### config.mk
export PLATFORM = sky130hd
export DESIGN_NAME = mem_stage_flat
export DESIGN_NICKNAME = d
export VERILOG_FILES = /design/src/rtl/mem_stage_if.sv /design/src/rtl/mem_stage.sv /design/src/flat_wrapper.sv
export SDC_FILE = /design/constraint.sdc
export NUM_CORES = 1
export LEC_CHECK = 0
export ABC_AREA = 1
export CAP_MARGIN = 20
export CORE_ASPECT_RATIO = 2
export CORE_MARGIN = 4
export CORE_UTILIZATION = 58
export DETAILED_ROUTE_END_ITERATION = 16
export DONT_BUFFER_PORTS = 1
export HOLD_SLACK_MARGIN = 0.06
export MAX_ROUTING_LAYER = met4
export PLACE_DENSITY = 0.8
export SLEW_MARGIN = 30
export SYNTH_ARGS = -nofsm -noshare
export SYNTH_HDL_FRONTEND = slang
export SYNTH_SLANG_ARGS = --single-unit
export TNS_END_PERCENT = 100
### constraint.sdc
create_clock -name clk -period 2.3 [get_ports clk]
set_input_delay 0.23 -clock clk [delete_from_list [all_inputs] [get_ports clk]]
set_output_delay 0.23 -clock clk [all_outputs]
set_load 0.01 [all_outputs]
### src/rtl/mem_stage_if.sv
// mem_stage_if: data-bus connection between the memory stage and the memory
// system.
//   master (memory stage): drives bus_req, bus_we, bus_addr, bus_sel and
//                          bus_wdata; receives bus_rdata and bus_ack.
//   slave  (memory side) : the mirror image of master.
interface mem_stage_if;
    logic        bus_req;
    logic        bus_we;
    logic [31:0] bus_addr;
    logic [3:0]  bus_sel;
    logic [31:0] bus_wdata;
    logic [31:0] bus_rdata;
    logic        bus_ack;

    modport master (
        output bus_req, bus_we, bus_addr, bus_sel, bus_wdata,
        input  bus_rdata, bus_ack
    );

    modport slave (
        input  bus_req, bus_we, bus_addr, bus_sel, bus_wdata,
        output bus_rdata, bus_ack
    );
endinterface

### src/rtl/mem_stage.sv
// mem_stage: memory-access pipeline stage with a big-endian 32-bit data bus.
// Non-memory results pass through in one cycle. Aligned loads and stores run
// one bus transaction. A misaligned access is rejected with align_err. A bus
// that stays silent for 16 cycles is abandoned with bus_err.
// Ports:
//   clk, rst           rising-edge clock, synchronous active-high reset
//   valid_in, wd_in, wreg_in, wdata_in, aluop_in, mem_addr_in, reg2_in
//                      execute-stage result and memory operands
//   wd_out, wreg_out, wdata_out, valid_out
//                      registered write-back result
//   stall_req          combinational; asks upstream to hold its inputs
//   align_err, bus_err registered error pulses that coincide with valid_out
//   bus                data-bus master port (mem_stage_if.master)
module mem_stage (
    input  logic               clk,
    input  logic               rst,
    input  logic               valid_in,
    input  logic [4:0]         wd_in,
    input  logic               wreg_in,
    input  logic [31:0]        wdata_in,
    input  logic [7:0]         aluop_in,
    input  logic [31:0]        mem_addr_in,
    input  logic [31:0]        reg2_in,
    output logic [4:0]         wd_out,
    output logic               wreg_out,
    output logic [31:0]        wdata_out,
    output logic               valid_out,
    output logic               stall_req,
    output logic               align_err,
    output logic               bus_err,
    mem_stage_if.master        bus
);
    localparam logic [7:0] OP_LB  = 8'hE0;
    localparam logic [7:0] OP_LH  = 8'hE1;
    localparam logic [7:0] OP_LW  = 8'hE3;
    localparam logic [7:0] OP_LBU = 8'hE4;
    localparam logic [7:0] OP_LHU = 8'hE5;
    localparam logic [7:0] OP_SB  = 8'hE8;
    localparam logic [7:0] OP_SH  = 8'hE9;
    localparam logic [7:0] OP_SW  = 8'hEB;

    localparam logic [1:0] SZ_BYTE = 2'd0;
    localparam logic [1:0] SZ_HALF = 2'd1;
    localparam logic [1:0] SZ_WORD = 2'd2;
    localparam logic [1:0] SZ_NONE = 2'd3;

    localparam logic [3:0] LAST_WAIT = 4'd15;

    typedef enum logic {IDLE = 1'b0, BUS = 1'b1} state_t;

    function automatic logic [1:0] op_size(input logic [7:0] op);
        case (op)
            OP_LB, OP_LBU, OP_SB: op_size = SZ_BYTE;
            OP_LH, OP_LHU, OP_SH: op_size = SZ_HALF;
            OP_LW, OP_SW:         op_size = SZ_WORD;
            default:              op_size = SZ_NONE;
        endcase
    endfunction

    function automatic logic is_store(input logic [7:0] op);
        is_store = (op == OP_SB) || (op == OP_SH) || (op == OP_SW);
    endfunction

    // Byte address 0 of a word is the most significant lane (big-endian).
    function automatic logic [3:0] lane_sel(input logic [1:0] size, input logic [1:0] lo);
        case (size)
            SZ_BYTE: lane_sel = 4'b1000 >> lo;
            SZ_HALF: lane_sel = lo[1] ? 4'b0011 : 4'b1100;
            default: lane_sel = 4'b1111;
        endcase
    endfunction

    // Replicating the store data lets the memory pick it up from any lane.
    function automatic logic [31:0] store_data(input logic [1:0] size, input logic [31:0] reg2);
        case (size)
            SZ_BYTE: store_data = {4{reg2[7:0]}};
            SZ_HALF: store_data = {2{reg2[15:0]}};
            default: store_data = reg2;
        endcase
    endfunction

    function automatic logic [31:0] load_data(input logic [7:0] op, input logic [1:0] lo,
                                              input logic [31:0] rdata);
        logic [7:0]  b;
        logic [15:0] h;
        case (lo)
            2'd0:    b = rdata[31:24];
            2'd1:    b = rdata[23:16];
            2'd2:    b = rdata[15:8];
            default: b = rdata[7:0];
        endcase
        h = lo[1] ? rdata[15:0] : rdata[31:16];
        case (op)
            OP_LB:   load_data = {{24{b[7]}}, b};
            OP_LBU:  load_data = {24'd0, b};
            OP_LH:   load_data = {{16{h[15]}}, h};
            OP_LHU:  load_data = {16'd0, h};
            default: load_data = rdata;
        endcase
    endfunction

    state_t      state_r;
    logic [3:0]  wait_cnt_r;
    logic [7:0]  op_r;
    logic [4:0]  wd_r;
    logic        wreg_r;
    logic [1:0]  lo_r;
    logic        bus_req_r;
    logic        bus_we_r;
    logic [31:0] bus_addr_r;
    logic [3:0]  bus_sel_r;
    logic [31:0] bus_wdata_r;
    logic [1:0]  size_s;
    logic        mem_op_s;
    logic        misalign_s;

    assign bus.bus_req   = bus_req_r;
    assign bus.bus_we    = bus_we_r;
    assign bus.bus_addr  = bus_addr_r;
    assign bus.bus_sel   = bus_sel_r;
    assign bus.bus_wdata = bus_wdata_r;

    // Decode the incoming operation: access size, memory-op flag and alignment.
    always_comb begin
        size_s     = op_size(aluop_in);
        mem_op_s   = valid_in && (size_s != SZ_NONE);
        misalign_s = ((size_s == SZ_HALF) && mem_addr_in[0]) ||
                     ((size_s == SZ_WORD) && (mem_addr_in[1:0] != 2'b00));
    end

    // Hold upstream while a bus access is being issued or is still unanswered.
    always_comb begin
        stall_req = 1'b0;
        if (rst) begin
            stall_req = 1'b0;
        end else if (state_r == BUS) begin
            stall_req = ~bus.bus_ack;
        end else if (mem_op_s && !misalign_s) begin
            stall_req = 1'b1;
        end else begin
            stall_req = 1'b0;
        end
    end

    // Stage FSM: pass-through, bus issue, response/timeout and write-back registers.
    always_ff @(posedge clk) begin
        if (rst) begin
            state_r     <= IDLE;
            wait_cnt_r  <= 4'd0;
            op_r        <= 8'd0;
            wd_r        <= 5'd0;
            wreg_r      <= 1'b0;
            lo_r        <= 2'd0;
            bus_req_r   <= 1'b0;
            bus_we_r    <= 1'b0;
            bus_addr_r  <= 32'd0;
            bus_sel_r   <= 4'd0;
            bus_wdata_r <= 32'd0;
            wd_out      <= 5'd0;
            wreg_out    <= 1'b0;
            wdata_out   <= 32'd0;
            valid_out   <= 1'b0;
            align_err   <= 1'b0;
            bus_err     <= 1'b0;
        end else begin
            case (state_r)
                IDLE: begin
                    bus_err <= 1'b0;
                    if (mem_op_s && misalign_s) begin
                        // Rejected without touching the bus; nothing is written back.
                        valid_out <= 1'b1;
                        align_err <= 1'b1;
                        wreg_out  <= 1'b0;
                        wd_out    <= wd_in;
                        wdata_out <= 32'd0;
                    end else if (mem_op_s) begin
                        valid_out   <= 1'b0;
                        align_err   <= 1'b0;
                        wreg_out    <= 1'b0;
                        op_r        <= aluop_in;
                        wd_r        <= wd_in;
                        wreg_r      <= wreg_in;
                        lo_r        <= mem_addr_in[1:0];
                        bus_req_r   <= 1'b1;
                        bus_we_r    <= is_store(aluop_in);
                        bus_addr_r  <= {mem_addr_in[31:2], 2'b00};
                        bus_sel_r   <= lane_sel(size_s, mem_addr_in[1:0]);
                        bus_wdata_r <= store_data(size_s, reg2_in);
                        wait_cnt_r  <= 4'd0;
                        state_r     <= BUS;
                    end else if (valid_in) begin
                        valid_out <= 1'b1;
                        align_err <= 1'b0;
                        wd_out    <= wd_in;
                        wreg_out  <= wreg_in;
                        wdata_out <= wdata_in;
                    end else begin
                        valid_out <= 1'b0;
                        align_err <= 1'b0;
                        wreg_out  <= 1'b0;
                    end
                end
                BUS: begin
                    align_err <= 1'b0;
                    if (bus.bus_ack) begin
                        bus_req_r <= 1'b0;
                        state_r   <= IDLE;
                        valid_out <= 1'b1;
                        bus_err   <= 1'b0;
                        wd_out    <= wd_r;
                        if (is_store(op_r)) begin
                            wreg_out  <= 1'b0;
                            wdata_out <= 32'd0;
                        end else begin
                            wreg_out  <= wreg_r;
                            wdata_out <= load_data(op_r, lo_r, bus.bus_rdata);
                        end
                    end else if (wait_cnt_r == LAST_WAIT) begin
                        // Sixteenth silent cycle: give up on the bus.
                        bus_req_r <= 1'b0;
                        state_r   <= IDLE;
                        valid_out <= 1'b1;
                        bus_err   <= 1'b1;
                        wreg_out  <= 1'b0;
                        wd_out    <= wd_r;
                        wdata_out <= 32'd0;
                    end else begin
                        wait_cnt_r <= wait_cnt_r + 4'd1;
                        valid_out  <= 1'b0;
                        bus_err    <= 1'b0;
                        wreg_out   <= 1'b0;
                    end
                end
                default: begin
                    state_r   <= IDLE;
                    bus_req_r <= 1'b0;
                    valid_out <= 1'b0;
                    wreg_out  <= 1'b0;
                    align_err <= 1'b0;
                    bus_err   <= 1'b0;
                end
            endcase
        end
    end
endmodule

### src/flat_wrapper.sv
// flat-port wrapper written by rule: the top's interface ports become plain ports
module mem_stage_flat 
  (clk, rst, valid_in, wd_in, wreg_in, wdata_in, aluop_in, mem_addr_in, reg2_in, wd_out, wreg_out, wdata_out, valid_out, stall_req, align_err, bus_err, bus_bus_req, bus_bus_we, bus_bus_addr, bus_bus_sel, bus_bus_wdata, bus_bus_rdata, bus_bus_ack);
  mem_stage_if bus_i ();
  input  logic clk;
  input  logic rst;
  input  logic valid_in;
  input  logic [4:0] wd_in;
  input  logic wreg_in;
  input  logic [31:0] wdata_in;
  input  logic [7:0] aluop_in;
  input  logic [31:0] mem_addr_in;
  input  logic [31:0] reg2_in;
  output logic [4:0] wd_out;
  output logic wreg_out;
  output logic [31:0] wdata_out;
  output logic valid_out;
  output logic stall_req;
  output logic align_err;
  output logic bus_err;
  output wire logic [$bits(bus_i.bus_req)-1:0] bus_bus_req;
  output wire logic [$bits(bus_i.bus_we)-1:0] bus_bus_we;
  output wire logic [$bits(bus_i.bus_addr)-1:0] bus_bus_addr;
  output wire logic [$bits(bus_i.bus_sel)-1:0] bus_bus_sel;
  output wire logic [$bits(bus_i.bus_wdata)-1:0] bus_bus_wdata;
  input wire logic [$bits(bus_i.bus_rdata)-1:0] bus_bus_rdata;
  input wire logic [$bits(bus_i.bus_ack)-1:0] bus_bus_ack;
  assign bus_bus_req = bus_i.bus_req;
  assign bus_bus_we = bus_i.bus_we;
  assign bus_bus_addr = bus_i.bus_addr;
  assign bus_bus_sel = bus_i.bus_sel;
  assign bus_bus_wdata = bus_i.bus_wdata;
  assign bus_i.bus_rdata = bus_bus_rdata;
  assign bus_i.bus_ack = bus_bus_ack;
  mem_stage u_core (.clk(clk), .rst(rst), .valid_in(valid_in), .wd_in(wd_in), .wreg_in(wreg_in), .wdata_in(wdata_in), .aluop_in(aluop_in), .mem_addr_in(mem_addr_in), .reg2_in(reg2_in), .wd_out(wd_out), .wreg_out(wreg_out), .wdata_out(wdata_out), .valid_out(valid_out), .stall_req(stall_req), .align_err(align_err), .bus_err(bus_err), .bus(bus_i));
endmodule
==> flow_summary.json, run 1 <==
{
  "critical_path_class": "reg -> reg",
  "leakage_nw": 3.93,
  "synth-seq-cells": 130,
  "cap_violations": 0,
  "synth_simple_gate_area_share_pct": 39.1,
  "clk_path_buf_depth": 2,
  "nNetsFinal": 1275,
  "coreArea_um2": 11400,
  "area_growth_syn_to_layout_pct": 18.1,
  "power_frac_comb_pct": 8.3,
  "max_slew_margin_pct": 36.3,
  "status": "finished clean",
  "hold_ws_ns": 0.0661,
  "reg2reg_from": "u_core.state_r$_SDFF_PP0_",
  "synthCells": 1091,
  "port-buffer-count": 0,
  "setup_viol": 0,
  "worstPathArrival_ns": 2.43,
  "synth_top_family_by_area": "simple AND/OR/NAND/NOR gates",
  "place_congestion": 1.03,
  "synth_area_leaders": "dfxtp_1 (38%), nand2_1 (18%), nand3_1 (9.1%)",
  "grt_pass1_vias": 6894,
  "die_y_um": 161,
  "p_int_w": 0.00396,
  "sw_frac_of_total_pct": 28.0,
  "finalPower_w": 0.00550,
  "antenna_found_initial": 0,
  "synth_area_leader_cell": "dfxtp_1",
  "ff2ff_path_depth": 6,
  "yosys_warnings": 0,
  "dp_hpwl_mm": 15.2,
  "worst_slew_pin_slew_ns": 0.955,
  "period_needed_ns": 2.06,
  "synth-compound-area-share_pct": 9.76,
  "dr_total_vias": 7126,
  "h-tree-depth": 4,
  "layout-drive-gt1-share_pct": 6.13,
  "clock_power_share_pct": 48.1,
  "report.final.hold_viol_count": 0,
  "clk_pin_slew_ns": 0.07,
  "rsz0062_at_grt": "false",
  "seq_area_frac_synth_pct": 38.5,
  "numClockSinks": 130,
  "synth_cell_types": 30,
  "maxSlewViolCount": 0,
  "tns_ns": 0,
  "avgViaCountPerCell": 5.55,
  "synth_top_area_share_pct": 38.5,
  "synth_fa_ha_area_share_pct": 0.185,
  "clk_latency_ns": 0.42,
  "finClkSkew_ns": 0.00914,
  "max-vdd-ir-drop_mv": 0.750,
  "fin_ws_ns": 0.238,
  "required_ns": 2.67,
  "synthXorXnorAreaFrac_pct": 0.129,
  "start_util_pct": 59.6,
  "cp_max_fo": 38,
  "critPathLaunch": "u_core.state_r$_SDFF_PP0_",
  "max_freq_mhz": 485,
  "worstSetupEndpoint": "u_core.bus.bus_wdata[21]$_SDFFE_PP0P_",
  "period_share_pct": 89.7,
  "end_kind": "flip-flop",
  "avgSynthCellArea_um2": 6.20,
  "synth_area_um2": 6770,
  "cts_root_buf": "clkbuf_16",
  "worstSetupStartpointType": "flip-flop",
  "pwr-share-seq_pct": 43.5,
  "antenna_cells": 0,
  "fin_util_pct": 70.4,
  "wl_per_cell_um": 17.0,
  "die_area_um2": 13600,
  "grt_pass1_wl_mm": 34.1,
  "powerDensity_nw_per_um2": 689,
  "grt_max_degree": 76,
  "reg2reg_slack_ns": 0.24,
  "rows": 55,
  "die_x_um": 84.4,
  "hold_class": "in -> reg",
  "routed_wl_mm": 21.8,
  "postRouteAntennaNets": 0,
  "place_ws_ns": 0.412,
  "grt-ovfl-total": 0,
  "track_usage_pct": 32.2,
  "cts_tree": "built",
  "drc": 0,
  "numCtsBuffers": 17,
  "r2r_end": "u_core.bus.bus_wdata[21]$_SDFFE_PP0P_",
  "p_switching_w": 0.00154,
  "yosys-mux-area-fraction_pct": 0,
  "io-pin-count": 258,
  "dr.pass1.iters": 5,
  "drt-initial-drc-count": 377
}
what timing repair did:
action                                 in CTS  in global routing
setup buffers                               0                  0
hold buffers                               60                  0
setup endpoints to repair                   0                  1
endpoints found under the hold margin      72                  0
resized for setup                           0                  1
logic make-up after synthesis:
logic type,Yosys count
DFF,130
other,1
AOI/OAI and AO/OA,124
adders and majority gates,1
xor gates and xnor gates,1
buffers and inverters,198
and+or+nand+nor,636
metrics by stage:
step | instance area (µm²) | std cells
after floorplan | 6770 | 1092
after global placement | 6800 | 1191
after detailed placement | 6800 | 1191
after CTS | 7990 | 1283
after global routing | 7990 | 1283
final | 7990 | 1283
final cells by class:
cell class,instances,area [µm²]
Inverter,134,503
Timing Repair Buffer,81,786
Clock inverter,15,159
Sequential cell,130,2600
Fill cell,975,3360
Clock buffer,17,425
Multi-Input combinational cell,764,3340
Tap cell,142,178
cells in the mapped netlist:
library cell and n:
nand2_1 333, dfxtp_1 130, clkinv_1 1, nand3_1 123, nand2_8 1, xor2_1 1
nand3_2 5, nor2_1 143, nor2_2 4, nand2_2 1, o21ai_0 43, ha_1 1
o22ai_1 12, clkbuf_1 28, o21ai_1 15, nand4_1 6, inv_2 3, buf_6 6
a21boi_0 1, buf_4 4, buf_1 4, a21oi_4 1, buf_2 22, nor2_4 1
a21oi_1 46, conb_1 1, inv_1 130, nor3_1 19, a31oi_1 3, o211ai_1 3
routing by layer:
layer,vias up,share of wire (%),GRT usage [%]
li1,3479,-,-
met1,3190,32,30.1
met2,371,53,57.8
met3,86,8.4,8.11
met4,0,6.3,19.6
met5,-,0,-
registers in the layout, indices dropped and copies added, names as in the netlist, 2 cells and up:
register              count
u_core.wait_cnt_r         4
u_core.bus.bus_wdata     32
u_core.bus.bus_sel        4
u_core.op_r               8
u_core.bus.bus_addr      30
u_core.lo_r               2
u_core.wd_r               5
u_core.wdata_out         32
u_core.wd_out             5
critical path, stage by stage (launching register included):
cell and delay [ns]:
dfxtp_1 0.37, nor2_2 0.23, nand2_8 0.21, inv_2 0.40, nand2_1 0.10, a21oi_1 0.14
dlygate4sd3_1 0.56
power by group through the flow:
stage                     logic [W]  clock network (W)  registers, W
after global placement     0.000350                  0       0.00245
after floorplan            0.000301                  0       0.00243
after CTS                  0.000451            0.00267       0.00240
after detailed placement   0.000355                  0       0.00245
final                      0.000457            0.00265       0.00240
after global routing       0.000516            0.00277       0.00240
cells in the final DEF (no fill, tap or decap), drive strengths merged:
| master | netlist | layout |
|---|---|---|
| nor3 | 19 | 19 |
| nand3 | 128 | 128 |
| o22ai | 12 | 12 |
| dfxtp | 130 | 130 |
| a21oi | 47 | 47 |
| xor2 | 1 | 1 |
| clkinv | 1 | 4 |
| o21ai | 58 | 58 |
| nand2 | 335 | 335 |
| a31oi | 3 | 3 |
| conb | 1 | 2 |
| clkinvlp | 0 | 2 |
| a21boi | 1 | 1 |
| buf | 36 | 21 |
| dlygate4sd3 | 0 | 59 |
| ha | 1 | 1 |
| o211ai | 3 | 3 |
| nor2 | 148 | 148 |
| nand4 | 6 | 6 |
| clkbuf | 28 | 17 |
| dlymetal6s4s | 0 | 1 |
| inv | 133 | 143 |
worst min path at each step:
stage,startpoint,end,slack (ns),cells past startpoint
finish,wdata_in[19],u_core.wdata_out[19]$_SDFFE_PP0P_,0.07,4
detailed placement,rst,u_core.bus.bus_req$_SDFFE_PP0P_,0.31,1
CTS,wdata_in[19],u_core.wdata_out[19]$_SDFFE_PP0P_,0.06,4
global placement,rst,u_core.bus.bus_req$_SDFFE_PP0P_,0.30,1
floorplan,mem_addr_in[10],u_core.bus.bus_addr[10]$_SDFFE_PP0P_,0.33,2
global route,mem_addr_in[1],u_core.bus.bus_sel[1]$_SDFFE_PP0P_,0.07,2
Note: power is estimated with default switching activity, not from simulation.
==> run 2, diff against run 1 <==
--- a/config.mk
+++ b/config.mk
@@ -5,7 +5,6 @@
 export SDC_FILE = /design/constraint.sdc
 export NUM_CORES = 1
 export LEC_CHECK = 0
-export ABC_AREA = 1
 export CAP_MARGIN = 20
 export CORE_ASPECT_RATIO = 2
 export CORE_MARGIN = 4
==> flow_summary.json, run 2 <==
{
  "leakage_nw": 2.73,
  "track_usage_pct": 34.2,
  "grt_max_degree": 110,
  "worstPathArrival_ns": 2.57,
  "synthXorXnorAreaFrac_pct": 0.295,
  "grt_pass1_wl_mm": 30.7,
  "synth_area_um2": 5940,
  "grt_pass1_vias": 6010,
  "worstSetupStartpointType": "flip-flop",
  "synth_top_family_by_area": "compound AO/OA/AOI/OAI gates",
  "setup_viol": 0,
  "nNetsFinal": 939,
  "numClockSinks": 130,
  "dp_hpwl_mm": 13.4,
  "synth_simple_gate_area_share_pct": 18.3,
  "die_y_um": 151,
  "p_switching_w": 0.00133,
  "start_util_pct": 58.9,
  "tns_ns": 0,
  "synth_area_leaders": "dfxtp_1 (44%), nand2_1 (10%), a21oi_1 (7.8%)",
  "rows": 52,
  "cap_violations": 0,
  "maxSlewViolCount": 0,
  "synthCells": 722,
  "required_ns": 2.65,
  "routed_wl_mm": 21.0,
  "max-vdd-ir-drop_mv": 0.763,
  "finClkSkew_ns": 0.0115,
  "synth_fa_ha_area_share_pct": 0.211,
  "area_growth_syn_to_layout_pct": 27.6,
  "powerDensity_nw_per_um2": 738,
  "coreArea_um2": 10100,
  "p_int_w": 0.00426,
  "dr.pass1.iters": 5,
  "port-buffer-count": 0,
  "synth_top_area_share_pct": 43.8,
  "layout_commonest_cell": "nand2_1",
  "drt-initial-drc-count": 281,
  "antenna_cells": 0,
  "hold_ws_ns": 0.0737,
  "clk_latency_ns": 0.41,
  "max_freq_mhz": 451,
  "instances_no_fill": 939,
  "avgViaCountPerCell": 6.31,
  "cp_max_fo": 19,
  "critical_path_class": "reg -> reg",
  "dr_total_vias": 5924,
  "h-tree-depth": 4,
  "fin_ws_ns": 0.0832,
  "yosysMostFrequentCell": "nand2_1",
  "synth-seq-cells": 130,
  "avgSynthCellArea_um2": 8.23,
  "fillCellCount": 678,
  "synth_edf_count": 0,
  "synth_area_leader_cell": "dfxtp_1",
  "synthTopCellsByCount": "nand2_1 (163), dfxtp_1 (130), a21oi_1 (92), nor2_1 (62), o211ai_1 (34)",
  "synth-compound-area-share_pct": 24.2,
  "async_reset_ff_share_pct": 0,
  "wl_per_cell_um": 22.4,
  "layout-drive-gt1-share_pct": 9.45,
  "status": "finished clean",
  "grt-ovfl-total": 0,
  "clk_path_buf_depth": 2,
  "synthFlopType": "dfxtp_1",
  "yosys-mux-area-fraction_pct": 7.46,
  "period_share_pct": 96.4,
  "final_cell_mix": "nand2_1 (163), dfxtp_1 (130), dlygate4sd3_1 (93)",
  "power_frac_comb_pct": 6.9,
  "cts_root_buf": "clkbuf_16",
  "die_area_um2": 12000,
  "multi_input_area_um2": 3030,
  "period_needed_ns": 2.22,
  "clk_pin_slew_ns": 0.06,
  "antenna_found_initial": 0,
  "max_slew_margin_pct": 56.5,
  "place_ws_ns": 0.323,
  "seq_area_frac_synth_pct": 43.8,
  "sw_frac_of_total_pct": 23.7,
  "drc": 0,
  "report.final.hold_viol_count": 0,
  "yosys_warnings": 0,
  "cts_tree": "built",
  "io-pin-count": 258,
  "pwr-share-seq_pct": 42.7,
  "ff_latch_area_um2": 2600,
  "die_x_um": 79.6,
  "numPlacedInstances": 811,
  "place_congestion": 0.961,
  "worst_slew_pin_slew_ns": 0.649,
  "numCtsBuffers": 17,
  "synth_cell_types": 49,
  "hold_class": "in -> reg",
  "postRouteAntennaNets": 0,
  "clock_power_share_pct": 50.4,
  "end_kind": "flip-flop"
}
-- run 2: cell types whose count changed in the layout (fill, tap and decap cells not counted), sizes merged, moves of 34 or more --
cell / before / now
nor2: 148 / 63
nand3: 128 / 6
o21ai: 58 / 4
dlygate4sd3: 59 / 93
inv: 143 / 8
nand2: 335 / 163
a21oi: 47 / 93
-- run 2: worst paths after layout --
path                                            to  slack (ns)                              start  cells after the start
max                    u_core.valid_out$_SDFF_PP0_        0.08  u_core.wait_cnt_r[0]$_SDFFE_PP0P_                      7
min          u_core.bus.bus_wdata[31]$_SDFFE_PP0P_        0.07                        reg2_in[31]                      2
max reg2reg            u_core.valid_out$_SDFF_PP0_        0.08  u_core.wait_cnt_r[0]$_SDFFE_PP0P_                      7
min reg2reg            u_core.op_r[7]$_SDFFE_PP0P_        0.48        u_core.op_r[7]$_SDFFE_PP0P_                      2
-- run 2: repair_timing --
item                                   in CTS  in global routing
setup endpoints to repair                   0                 12
setup buffers                               0                  1
resized for setup                           0                  3
endpoints found under the hold margin     130                  0
hold buffers                               94                  0
-- run 2: metal layers --
metal	track usage (%)	vias to the layer above	share of wire, %
met5	-	-	0
met4	24.2	0	6.2
met3	11.1	96	9.0
met2	60.5	361	53
met1	29.5	2762	31
li1	-	2705	-
-- run 2: final cells by class --
type                    count  share of cell area (%)
flip-flops and latches    130                    34.3
repair buffers            115                    15.2
multi-input cells         525                    40.0
clock inverters            13                    2.31
well taps                 135                    2.23
inverters                   3                   0.149
clock buffers              18                    5.79
-- run 2: cells by family after synthesis --
group / count (synthesis)
adders and majority gates: 1
xor gates and xnor gates: 2
DFF: 130
muxes: 43
and+or+nand+nor: 263
buffers and inverters: 68
AOI/OAI and AO/OA: 214
other: 1
-- run 2: per-stage QoR --
step / utilization (%) / total power, W / area (µm²)
after floorplan: - / 0.00264 / 5940
after global placement: 59.2 / 0.00265 / 5970
after detailed placement: 59.2 / 0.00266 / 5970
after CTS: 74.8 / 0.00559 / 7540
after global routing: 75.2 / 0.00573 / 7580
final: 75.2 / 0.00559 / 7580
-- run 2: worst max-delay path, cell delays in order (launching register included) --
cell	delay, ns
dfxtp_1	0.38
ha_1	0.21
nand3_1	0.12
nor2b_1	0.22
a211oi_4	0.29
clkbuf_16	0.25
nor2b_1	0.14
dlygate4sd3_1	0.55
-- run 2: power groups by stage --
stage,sequential [W],combinational (W),clock (W)
finish,0.00239,0.000385,0.00282
global route,0.00239,0.000417,0.00292
CTS,0.00239,0.000359,0.00284
detailed placement,0.00244,0.000219,0
global placement,0.00244,0.000209,0
floorplan,0.00242,0.000219,0
